==> config.mk <==
export PLATFORM = sky130hd
export DESIGN_NAME = pipe_hazard_ctrl
export DESIGN_NICKNAME = d
export VERILOG_FILES = /design/src/rtl/pipe_hazard_ctrl_pkg.sv /design/src/rtl/pipe_hazard_ctrl_counter.sv /design/src/rtl/pipe_hazard_ctrl.sv
export SDC_FILE = /design/constraint.sdc
export NUM_CORES = 1
export LEC_CHECK = 0
export CORE_MARGIN = 2
export CORE_UTILIZATION = 40
export CTS_BUF_LIST = sky130_fd_sc_hd__clkbuf_16
export CTS_CLUSTER_SIZE = 28
export DETAILED_ROUTE_END_ITERATION = 12
export PLACE_DENSITY = 0.69
export SLEW_MARGIN = 40
export SYNTH_ARGS = -nofsm -noshare
export SYNTH_HDL_FRONTEND = slang
export SYNTH_SLANG_ARGS = --single-unit
==> constraint.sdc <==
create_clock -name clk -period 3.9 [get_ports clk]
set_input_delay 1.17 -clock clk [delete_from_list [all_inputs] [get_ports clk]]
set_output_delay 1.17 -clock clk [all_outputs]
set_load 0.02 [all_outputs]
==> src/rtl/pipe_hazard_ctrl_pkg.sv <==
// Shared types for the pipeline hazard controller: the shadow slot record
// kept for EX/MEM/WB, and the EX operand forwarding select encodings.
package pipe_hazard_ctrl_pkg;

    // Slot register fields are sized for the widest supported register file.
    localparam int SLOT_AW = 8;

    typedef logic [SLOT_AW-1:0] sreg_t;

    typedef struct packed {
        logic  valid;
        sreg_t dest;
        logic  regwrite;
        logic  memread;
        sreg_t rs;
        sreg_t rt;
        logic  use_rs;
        logic  use_rt;
    } slot_t;

    localparam logic [1:0] FWD_REG = 2'b00;
    localparam logic [1:0] FWD_MEM = 2'b01;
    localparam logic [1:0] FWD_WB  = 2'b10;

    function automatic logic slot_writes(slot_t s, sreg_t r);
        return s.valid && s.regwrite && (s.dest == r) && (r != '0);
    endfunction

endpackage

==> src/rtl/pipe_hazard_ctrl_counter.sv <==
// Saturating event counter; holds while the pipeline is frozen and never wraps.
module hz_sat_counter #(
    parameter int CNT_W = 16
) (
    input  logic             clk,
    input  logic             reset,
    input  logic             inc,
    input  logic             freeze,
    output logic [CNT_W-1:0] count
);

    function automatic logic [CNT_W-1:0] sat_inc(logic [CNT_W-1:0] v);
        if (v == {CNT_W{1'b1}}) return v;
        return v + CNT_W'(1);
    endfunction

    always_ff @(posedge clk or negedge reset) begin
        if (!reset) begin
            count <= '0;
        end else if (inc && !freeze) begin
            count <= sat_inc(count);
        end
    end

endmodule

==> src/rtl/pipe_hazard_ctrl.sv <==
// Hazard controller for the 5-stage integer pipeline: tracks EX/MEM/WB in a
// shadow scoreboard and drives stalls, flushes, freeze and EX forwarding.
module pipe_hazard_ctrl
    import pipe_hazard_ctrl_pkg::*;
#(
    parameter int REG_AW           = 5,
    parameter int FORWARD_EN       = 1,
    parameter int RF_WRITE_THROUGH = 1,
    parameter int CNT_W            = 16
) (
    input  logic              clk,
    input  logic              reset,
    input  logic              id_valid,
    input  logic [REG_AW-1:0] id_rs,
    input  logic [REG_AW-1:0] id_rt,
    input  logic              id_use_rs,
    input  logic              id_use_rt,
    input  logic [REG_AW-1:0] id_dest,
    input  logic              id_regwrite,
    input  logic              id_memread,
    input  logic              br_taken,
    input  logic              mem_wait,
    output logic              stall_if_id,
    output logic              bubble_id_ex,
    output logic              flush_if_id,
    output logic              flush_id_ex,
    output logic              flush_ex_mem,
    output logic              freeze,
    output logic [1:0]        fwd_a_sel,
    output logic [1:0]        fwd_b_sel,
    output logic [CNT_W-1:0]  stall_cnt,
    output logic [CNT_W-1:0]  flush_cnt
);

    slot_t ex_s, mem_s, wb_s, id_s;
    logic  hz;

    // A source is hazardous when its producer cannot yet supply the value to EX.
    function automatic logic produces(slot_t ex, slot_t mem, slot_t wb, sreg_t r);
        if (FORWARD_EN != 0) return slot_writes(ex, r) && ex.memread;
        return slot_writes(ex, r) || slot_writes(mem, r) ||
               (slot_writes(wb, r) && (RF_WRITE_THROUGH == 0));
    endfunction

    // MEM is the youngest producer and wins; a load in MEM cannot be a source.
    function automatic logic [1:0] fwd_sel(slot_t mem, slot_t wb, sreg_t r, logic use_r);
        if ((FORWARD_EN == 0) || !use_r) return FWD_REG;
        if (slot_writes(mem, r) && !mem.memread) return FWD_MEM;
        if (slot_writes(wb, r)) return FWD_WB;
        return FWD_REG;
    endfunction

    always_comb begin
        id_s = '0;
        if (id_valid) begin
            id_s.valid    = 1'b1;
            id_s.dest     = SLOT_AW'(id_dest);
            id_s.regwrite = id_regwrite;
            id_s.memread  = id_memread;
            id_s.rs       = SLOT_AW'(id_rs);
            id_s.rt       = SLOT_AW'(id_rt);
            id_s.use_rs   = id_use_rs;
            id_s.use_rt   = id_use_rt;
        end
    end

    assign hz = id_valid &&
                ((id_use_rs && produces(ex_s, mem_s, wb_s, id_s.rs)) ||
                 (id_use_rt && produces(ex_s, mem_s, wb_s, id_s.rt)));

    // Priority: mem_wait > br_taken > hz; everything is quiet during reset.
    always_comb begin
        stall_if_id  = 1'b0;
        bubble_id_ex = 1'b0;
        flush_if_id  = 1'b0;
        flush_id_ex  = 1'b0;
        flush_ex_mem = 1'b0;
        freeze       = 1'b0;
        if (!reset) begin
            freeze = 1'b0;
        end else if (mem_wait) begin
            freeze = 1'b1;
        end else if (br_taken) begin
            flush_if_id  = 1'b1;
            flush_id_ex  = 1'b1;
            flush_ex_mem = 1'b1;
        end else if (hz) begin
            stall_if_id  = 1'b1;
            bubble_id_ex = 1'b1;
        end
    end

    // ID -> EX -> MEM -> WB shadow slot advance
    always_ff @(posedge clk or negedge reset) begin
        if (!reset) begin
            ex_s  <= '0;
            mem_s <= '0;
            wb_s  <= '0;
        end else if (!mem_wait) begin
            wb_s <= mem_s;
            if (br_taken) begin
                ex_s  <= '0;
                mem_s <= '0;
            end else if (hz) begin
                ex_s  <= '0;
                mem_s <= ex_s;
            end else begin
                ex_s  <= id_s;
                mem_s <= ex_s;
            end
        end
    end

    assign fwd_a_sel = fwd_sel(mem_s, wb_s, ex_s.rs, ex_s.use_rs);
    assign fwd_b_sel = fwd_sel(mem_s, wb_s, ex_s.rt, ex_s.use_rt);

    hz_sat_counter #(.CNT_W(CNT_W)) u_stall_cnt (
        .clk    (clk),
        .reset  (reset),
        .inc    (stall_if_id),
        .freeze (mem_wait),
        .count  (stall_cnt)
    );

    hz_sat_counter #(.CNT_W(CNT_W)) u_flush_cnt (
        .clk    (clk),
        .reset  (reset),
        .inc    (flush_if_id),
        .freeze (mem_wait),
        .count  (flush_cnt)
    );

endmodule

Word-level counts from Yosys, hierarchy flattened
Cells that the tools add are included.
{"block": "totals", "register_bits": 82, "input_bits": 24, "out_inout_bits": 42, "word_cells": 103}
{"block": "op_classes", "n_addsub": 2, "eq_ne": 10, "n_mux": 41, "reduce_logical": 33}
{"op": "two-way mux 29 bit", "count": 4}
{"op": "equality test 8 bit", "count": 6}
{"op": "adder 16 x 1 -> 16 bit (second input constant)", "count": 2}
{"op": "equality test 16 bit (second input constant)", "count": 2}
{"op": "two-way mux 16 bit", "count": 2}
{"op": "nonzero test 8 bit", "count": 4}
{"op": "logical AND 1 bit", "count": 24}
{"op": "two-way mux 2 bit", "count": 12}
{"op": "two-way mux 1 bit", "count": 23}
{"op": "inequality test 2 bit (second input constant)", "count": 2}
{"op": "AND reduction 2 bit", "count": 2}
{"op": "zero test 1 bit", "count": 2}
{"op": "logical OR 1 bit", "count": 1}

Longest topological paths before layout
Gate-level depths: netlist of the first run.
{"block": "logic_depth", "word_depth": 16, "mapped_depth": 8}

Hierarchy
From an unflattened synthesis of the first run, not the netlist that was laid out.
{"block": "unflattened", "hier_cells": 306, "area_unflattened_um2": 3465.8}
{"mod": "pipe_hazard_ctrl", "n_inst": 1, "cells_each": 164, "area_each_um2": 1821.7, "seq_area_each_um2": 875.8}
{"mod": "hz_sat_counter", "n_inst": 2, "cells_each": 71, "area_each_um2": 822.0, "seq_area_each_um2": 400.4}

Worst setup path after synthesis of the first run
No wires, ideal clock.
{"block": "synth_path", "path_type": "input port to output port", "from": "input id_rt[3]", "to": "output stall_if_id", "t_arrival_ns": 2.411, "required_ns": 2.730, "path_slack_ns": 0.319, "path_stages": 6, "cell_sequence": "xnor2_1 > o2111ai_1 > nor4_2 > nor2_2 > nor2_1 > buf_4"}
{"block": "synth_between", "elab_chain_len": 12, "elab_cells_between_ends": 13, "classes_between": "1 x eq/ne; 5 x mux; 7 x reduce/logical"}
{"element": "start: declaration", "line": "pipe_hazard_ctrl.sv:15", "text": "input logic [REG_AW-1:0] id_rt,"}
{"element": "two-way mux 29 bit *", "line": "pipe_hazard_ctrl.sv:55", "text": "if (id_valid) begin"}
{"element": "equality test 8 bit"}
{"element": "logical AND 1 bit"}
{"element": "logical AND 1 bit *"}
{"element": "logical AND 1 bit *", "line": "pipe_hazard_ctrl.sv:40", "text": "if (FORWARD_EN != 0) return slot_writes(ex, r) && ex.memread;"}
{"element": "logical AND 1 bit *", "line": "pipe_hazard_ctrl.sv:69", "text": "(id_use_rt && produces(ex_s, mem_s, wb_s, id_s.rt)));"}
{"element": "logical OR 1 bit *", "line": "pipe_hazard_ctrl.sv:68", "text": "((id_use_rs && produces(ex_s, mem_s, wb_s, id_s.rs)) ||"}
{"element": "logical AND 1 bit *", "line": "pipe_hazard_ctrl.sv:67", "text": "assign hz = id_valid &&"}
{"element": "two-way mux 1 bit * (4 in a row)"}
{"element": "end: declaration", "line": "pipe_hazard_ctrl.sv:23", "text": "output logic stall_if_id,"}
Every way passes the cells marked *; elsewhere a longest branch is shown, timed or not.

Worst setup path in the final report of the first run
{"block": "layout_path", "from": "input id_rt[0]", "to": "output bubble_id_ex"}
{"block": "layout_between", "elab_chain_len": 12, "elab_cells_between_ends": 13, "classes_between": "1 x eq/ne; 5 x mux; 7 x reduce/logical"}
{"element": "two-way mux 29 bit *", "line": "pipe_hazard_ctrl.sv:55"}
{"element": "equality test 8 bit"}
{"element": "logical AND 1 bit"}
{"element": "logical AND 1 bit *"}
{"element": "logical AND 1 bit *", "line": "pipe_hazard_ctrl.sv:40"}
{"element": "logical AND 1 bit *", "line": "pipe_hazard_ctrl.sv:69"}
{"element": "logical OR 1 bit *", "line": "pipe_hazard_ctrl.sv:68"}
{"element": "logical AND 1 bit *", "line": "pipe_hazard_ctrl.sv:67"}
{"element": "two-way mux 1 bit *", "line": "pipe_hazard_ctrl.sv:87", "text": "end else if (hz) begin"}
{"element": "two-way mux 1 bit *", "line": "pipe_hazard_ctrl.sv:83", "text": "end else if (br_taken) begin"}
{"element": "two-way mux 1 bit *", "line": "pipe_hazard_ctrl.sv:81", "text": "end else if (mem_wait) begin"}
{"element": "two-way mux 1 bit *", "line": "pipe_hazard_ctrl.sv:79", "text": "if (!reset) begin"}
{"element": "end: declaration", "line": "pipe_hazard_ctrl.sv:24", "text": "output logic bubble_id_ex,"}
Marks and branches as above.

==> results of run 1 <==
-- sequential cells by signal (all words and copies together) (netlist names) --
| name | cells |
|---|---|
| wb_s | 7 |
| mem_s | 8 |
| ex_s | 20 |
| u_flush_cnt.count | 16 |
| u_stall_cnt.count | 16 |
-- power groups by stage --
stage / combinational, mW / sequential, mW / clock, mW
after floorplan: 0.0996 / 0.824 / 0
after global placement: 0.240 / 0.808 / 0
after detailed placement: 0.245 / 0.809 / 0
after CTS: 0.249 / 0.798 / 0.832
after global routing: 0.271 / 0.807 / 0.868
final: 0.247 / 0.799 / 0.813
-- worst max-delay path, cell delays in order --
cell and delay, ns:
sky130_fd_sc_hd__dlygate4sd2_1 0.27, sky130_fd_sc_hd__or4_4 0.56, sky130_fd_sc_hd__a21oi_4 0.18, sky130_fd_sc_hd__nor4_4 0.07
sky130_fd_sc_hd__nor2_2 0.19, sky130_fd_sc_hd__nor2_4 0.07, sky130_fd_sc_hd__buf_6 0.13
-- cells by family (layout without fill, tap and decap cells) --
| group | after synthesis | after routing | synth area share (%) |
|---|---|---|---|
| and+or+nand+nor | 115 | 115 | 19.1 |
| DFF | 67 | 67 | 51.0 |
| xor gates and xnor gates | 54 | 54 | 14.4 |
| AOI/OAI and AO/OA | 37 | 37 | 8.49 |
| buffers and inverters | 17 | 104 | 2.40 |
| muxes | 11 | 11 | 3.88 |
| adders and majority gates | 2 | 2 | 0.761 |
-- cells in the mapped netlist, types with 4 or more instances --
master / n
sky130_fd_sc_hd__nand2_1: 23
sky130_fd_sc_hd__o21ai_0: 8
sky130_fd_sc_hd__mux2_2: 10
sky130_fd_sc_hd__dfrtp_1: 67
sky130_fd_sc_hd__clkbuf_1: 5
sky130_fd_sc_hd__nor3_1: 8
sky130_fd_sc_hd__nand3_1: 13
sky130_fd_sc_hd__nor2_1: 20
sky130_fd_sc_hd__and4_1: 4
sky130_fd_sc_hd__nor4_1: 5
sky130_fd_sc_hd__xor2_1: 21
sky130_fd_sc_hd__xnor2_1: 33
sky130_fd_sc_hd__inv_1: 5
sky130_fd_sc_hd__a22o_1: 19
sky130_fd_sc_hd__nand4_1: 14
sky130_fd_sc_hd__nand2b_1: 9
-- what timing repair did --
action	CTS	global route
gates resized for setup	22	14
cloned	0	0
pin swaps	4	6
buffers inserted	2	0
setup endpoints to repair	2	6
-- metal layers --
metal | up-vias | part of all wire [%] | track usage (%)
met5 | - | 0 | 0
met4 | 0 | 0.29 | 4.71
met3 | 2 | 6.1 | 5.83
met2 | 61 | 49 | 29.2
met1 | 1272 | 45 | 25.4
li1 | 1233 | - | -
-- through the flow --
step	util [%]	TNS, ns	total power [mW]	hold slack (ns)	cells
global placement	51.1	-0.965	1.05	0.469	477
global route	56.1	0	1.95	0.509	495
detailed placement	51.2	-1.05	1.05	0.486	477
CTS	55.5	0	1.88	0.495	495
finish	56.1	0	1.86	0.490	495
floorplan	-	0	0.923	0.451	303
-- worst min-delay path by stage --
stage | start | to
2_1_floorplan | mem_s[18] | mem_s[18]
3_3_place_gp | mem_s[18] | mem_s[18]
3_5_place_dp | u_stall_cnt.count[9] | u_stall_cnt.count[9]
4_1_cts | u_stall_cnt.count[9] | u_stall_cnt.count[9]
5_1_grt | u_stall_cnt.count[9] | u_stall_cnt.count[9]
6_report | u_stall_cnt.count[9] | u_stall_cnt.count[9]
-- layout make-up --
cell class,count,area (um^2)
clock inverters,7,76.3
fillers,729,3550
flip-flops and latches,67,1680
inverters,5,18.8
multi-input cells,219,1600
well taps,105,131
repair buffers,83,815
clock buffers,9,225
==> summary by stage, run 1 <==
Status
The flow ran to the end, and the final reports show no timing, DRC or antenna violations.

Setup path
The startpoint identified for the worst register-to-register timing path is ex_s[22]. The depth of the worst register-to-register path is 9. Of all nets on the critical path, the largest fanout is 3. The endpoint identified for the worst register-to-register timing path is u_stall_cnt.count[14].

The setup check on the worst reg-to-reg path leaves a slack of 1.64 ns. The critical path startpoint is id_rt[0]. STA classifies the critical path endpoint as an output port. The timing endpoint of the critical path is bubble_id_ex. The data arrival time at the worst-slack endpoint is 2.65 ns. The critical path class is in2out. STA classifies the critical path startpoint as an input pin.

The data required time of the critical path is 2.73 ns.

Timing
The hold violation total from the final report is 0. At the pin with the least slew margin, the transition time is 0.623 ns. The worst path uses 97.9% of the clock period. The total count of max-transition violations in the final report is 0. The routed design could run at a clock period as short as 3.82 ns. The worst slew slack as a fraction of its limit is 58.3%. Setup repair after global routing left no endpoint under its margin. The maximum clock rate is 0.262 GHz. Clock skew on the completed layout was measured at 0.00649 ns. The final setup violation count is 0. Once routing completed, OpenROAD measured the worst setup slack at 0.0813 ns.

Route
Summed over all layers, the routed wires come to 7.67 mm. After detailed routing, the number of remaining DRC violations is 0. The first TritonRoute pass finished after 4 iterations. In the routed layout, each cell is associated on average with a via count of 5.19. The detailed router finished its first iteration with 102 violations. The routed length per instance is 15.5 um. Once detail routing completed, the nets flagged for antenna violations numbered 0. The routed layout has 2568 vias.

Logic synthesis
Synthesis inferred 67 register bits. By area the synthesized netlist is led by sky130_fd_sc_hd__dfrtp_1 (51%), sky130_fd_sc_hd__xnor2_1 (8.8%), sky130_fd_sc_hd__xor2_1 (5.6%). The library cell occupying the most area in the post-synthesis netlist is sky130_fd_sc_hd__dfrtp_1.

The per-instance average area after synthesis is 10.9 um^2. The total nets after synthesis is 329. The post-synthesis async set-or-reset flop share is 100%. For this run, the leading register cell type out of synthesis is sky130_fd_sc_hd__dfrtp_1. The number of instances in the synthesized netlist is 303. Of the synthesized area, sequential elements account for 51.0%. The top cell type by area accounts for 51.0% of the synthesized area. The number of enable flip-flop cells after synthesis is 0.

The post-synthesis instance area is 3290 um^2. The number of different library cells in the post-synthesis netlist is 43. The Yosys step of the flow raised 0 warnings.

Clock tree
TritonCTS built the clock tree. After clock tree synthesis, the flow added hold-fix buffers numbering 0. Counting along the longest clock path gives a buffer depth of 2. Clock latency on the worst-skew pair, taken at its later pin, is 0.32 ns. CTS placed an instance of sky130_fd_sc_hd__clkbuf_16 at the clock tree root. TritonCTS created 9 clock buffers. The CTS H-tree depth is 3. The number of sinks on the clock net is 67. The clock slew at the register clock pins of the worst setup and hold paths is 0.06 ns.

Floorplan
The count of pins on the block boundary is 66. The core region is 8090 um^2. The area of the die is 8960 um^2. The width of the die is 94.7 um. The initial utilization of the core area, before any placement, comes to 40.6%. The count of standard-cell rows is 33. In this run the vertical extent of the chip is 94.7 um.

Finish
The most common cell after layout, fill and taps aside is sky130_fd_sc_hd__dfrtp_1. The number of antenna diodes in the final layout is 0. In the layout the commonest cells are sky130_fd_sc_hd__dfrtp_1 (67), sky130_fd_sc_hd__clkdlybuf4s50_1 (50), sky130_fd_sc_hd__xnor2_1 (32), sky130_fd_sc_hd__nand2_1 (22), sky130_fd_sc_hd__xor2_1 (21). The post-route netlist has 15.4% of its cells at a drive strength greater than 1.

Summing all non-filler instances in the final layout gives an area of 4540 um^2. After the last flow step, the layout net total stands at 411. The synthesis-to-finish area growth is 38.0%.

Power
The power spent charging and discharging nets is 0.491 mW. In this run switching power makes up 26.4% of total power. In this run, the combinational gates consume 13.3% of the power. Cell internal power was estimated by the tool at 1.37 mW. The leakage dissipation is 2.08 nW. The share of total power dissipated in sequential elements is 43.0%.

The part of the total power dissipated in the clock network is 43.7%. Dividing total power by cell area gives a power density of 410 nW/um^2. VDD sags by at most 0.000299 V.

Placed design
At the end of routability-driven placement, the weighted congestion stood at 0.861. The count of buffers added on input and output ports is 65. Once detailed placement completed, the half-perimeter wirelength came to 5.31 mm.

The post-placement setup slack is -0.529 ns. Summing all placed instances gives a cell area of 4140 um^2.

GRT
The first global-routing pass estimated 12.8 mm of wire. Global routing used 18.7% of the available tracks across all layers. After global routing the overflow that remains totals 0. The via count of the first global-routing pass is 2557.

Entering global routing, the biggest net connects 68 pins. The initial antenna violation count is 0.

Worst hold path
Counting instances, the worst hold path has a depth of 1. The min-delay analysis places its worst path in the category reg2reg.

Run
Across the run, the number of max-cap violations was 0.
Note: power is estimated with default switching activity, not from simulation.
==> run 2, diff against run 1 <==
CORE_ASPECT_RATIO = 1.25   (was not set)
==> summary by stage, run 2 (synthesis results as in run 1) <==
Route
The routed design uses 333 um of met3 wire. The wire length the detailed router placed on met1 is 3.31 mm. The number of DRC violations after detailed routing is 0. The number of nets with antenna violations after detailed routing is 0.

The wire length reported by the detailed router is 7.69 mm. For this block, the initial DRC count from the detailed router was 89. Dividing the detail-routed wire length by the instance count gives 15.7 um.

The detailed-route vias per instance is 5.27. After detailed routing, no signal wire sits above met4. The detailed-route via count is 2582. The detailed-routing iteration count for the pre-antenna-repair pass is 4. In the detailed route, the total length drawn on met2 is 3.89 mm.

Worst hold path
The number of instances on the worst hold path is 1. The startpoint of the worst hold path is u_stall_cnt.count[9]. The type of the most critical hold path is reg2reg.

For hold timing, the worst endpoint is u_stall_cnt.count[9].

Setup path
The worst-case register-to-register setup slack is 1.63 ns. The nature of the critical path startpoint is an input pin. The worst register-to-register path ends at ex_s[13]. For the worst setup path, the data required time is 2.73 ns.

The critical path is of the in2out type. The maximum fanout along the worst path is 2. The worst setup path is captured at an output port.

Data arrives at the worst endpoint at 2.62 ns. The launch point of the worst reg-to-reg path is ex_s[20]. The depth of the worst register-to-register path is 9.

Status
The run finished with clean final reports.

Finish
The share of cells above drive strength 1 is 15.3%. The largest register by flop count is ex_s. The total number of nets in the final design is 414. The core occupancy in the finished layout is 55.9%. The number of fillers in the final layout is 702. The final antenna diode count is 0. The flip-flop count of the largest register, all copies and words added is 20.

The library cell used most frequently in the layout, excluding fill and tap cells, is sky130_fd_sc_hd__dfrtp_1. In the final layout, the registers with the most flip-flops are ex_s x20, u_flush_cnt.count x16, u_stall_cnt.count x16. The synthesis-to-finish area growth is 37.6%. In the layout the commonest cells are sky130_fd_sc_hd__dfrtp_1 (67), sky130_fd_sc_hd__clkdlybuf4s50_1 (50), sky130_fd_sc_hd__xnor2_1 (33), sky130_fd_sc_hd__nand2_1 (23).

GRT
After global routing the overflow that remains totals 0. The via count of the first global-routing pass is 2617. In the global route stage, overall resource usage came out at 17.9%. Entering global routing, the biggest net connects 68 pins. The first-pass GRT wire length is 12.8 mm.

The initial antenna violation count is 0.

Timing
The final worst setup slack is 0.110 ns. The transition at the pin with the smallest max-transition slack is 0.635 ns. The hold violation total from the final report came to 0. The shortest clock period the worst path allows after layout is 3.79 ns.

The total count of max-transition violations in the final report is 0. The final critical-path share of the clock period is 97.2%. Headroom to the max-slew limit came out at 57.5%. Timing would allow up to 0.264 GHz.

The final setup violation count is 0. The worst-case clock skew is 0.00778 ns. The final sum of negative setup slack is 0 ns. Setup repair after global routing left no endpoint under its margin.

Clock tree
The number of hold buffers added after cts is 0. The TritonCTS clock tree is done. CTS built an H-tree with a depth of 3. The cell sitting at the root of the clock tree is a sky130_fd_sc_hd__clkbuf_16.

Counting every sink on the clock net gives 67. The later pin in the worst-skew pair is clocked with a latency of 0.32 ns. The clock slew at the register clock pins of the worst setup and hold paths is 0.06 ns. Counting along the longest clock path gives a buffer depth of 2. The number of CTS-inserted buffers is 9.

Placed design
At the end of routability-driven placement, the weighted congestion stood at 0.804. The post-placement setup slack is -0.546 ns. Detailed placement finished with a half-perimeter wire length of 5.43 mm. The count of buffers added on input and output ports is 65.

Power
The leakage dissipation is 2.05 nW. The power density over cell area is 420 nW/um^2. Across the VDD grid, the largest voltage drop is 0.000272 V.

Floorplan
The die covers 8970 um^2. The initial cell density of the core is 40.6%. The floorplan has 37 rows.

The width of the die is 85.1 um. The die height is 105 um. During I/O placement, the number of pins put on the boundary was 66. The area of the placeable core is 8100 um^2.

Run
Max-cap violations in this run came to 0.
## run 2: how the worst max path moves through the flow
stage / start / endpoint / slack, ns / depth (start not counted)
floorplan: id_rt[3] / stall_if_id / 0.32 / 6
global placement: id_rt[3] / stall_if_id / -0.53 / 7
detailed placement: id_rt[0] / bubble_id_ex / -0.55 / 7
CTS: id_rs[2] / bubble_id_ex / 0.001 / 7
global route: id_valid / bubble_id_ex / 0.02 / 7
finish: id_valid / bubble_id_ex / 0.11 / 7
## run 2: area by class of cell
| type | instances | area [um^2] | area share (%) |
|---|---|---|---|
| Timing Repair Buffer | 86 | 815 | 18.0 |
| Inverter | 5 | 18.8 | 0.415 |
| Multi-Input combinational cell | 219 | 1580 | 34.8 |
| Sequential cell | 67 | 1680 | 37.0 |
| Clock inverter | 7 | 93.8 | 2.07 |
| Tap cell | 97 | 121 | 2.68 |
| Clock buffer | 9 | 225 | 4.98 |
## run 2: metal layers
layer | up-vias | global-route usage (%)
li1 | 1239 | -
met1 | 1268 | 23.2
met2 | 65 | 29.2
met3 | 10 | 3.99
met4 | 0 | 6.69
met5 | - | 0
## run 2: worst max-delay path, cell delays in order
cell and delay (ns):
sky130_fd_sc_hd__clkdlybuf4s50_1 0.49, sky130_fd_sc_hd__nand3_2 0.16, sky130_fd_sc_hd__nor2_1 0.15, sky130_fd_sc_hd__nor4b_4 0.26
sky130_fd_sc_hd__nor2_2 0.09, sky130_fd_sc_hd__nor2_2 0.14, sky130_fd_sc_hd__buf_4 0.15
## run 2: stage by stage
stage | total power [mW] | area, um^2 | hold WS, ns | std cells
after CTS | 1.92 | 4490 | 0.493 | 489
after global routing | 1.98 | 4530 | 0.519 | 490
after detailed placement | 1.05 | 4160 | 0.479 | 473
after global placement | 1.05 | 4160 | 0.466 | 473
after floorplan | 0.923 | 3290 | 0.451 | 303
final | 1.90 | 4530 | 0.491 | 490
## run 2: repair_timing
item	in CTS	in global routing
pin swaps	4	4
cloned	0	0
setup endpoints to repair	5	2
resized for setup	22	7
hold endpoints to repair	0	0
setup buffers	0	1
## run 2: power breakdown
part	switching [mW]	leakage [nW]	internal (mW)	total, mW
registers	0.0590	0.914	0.738	0.797
clock network	0.301	0.157	0.558	0.859
logic	0.114	0.982	0.130	0.244
total	0.474	2.05	1.43	1.90
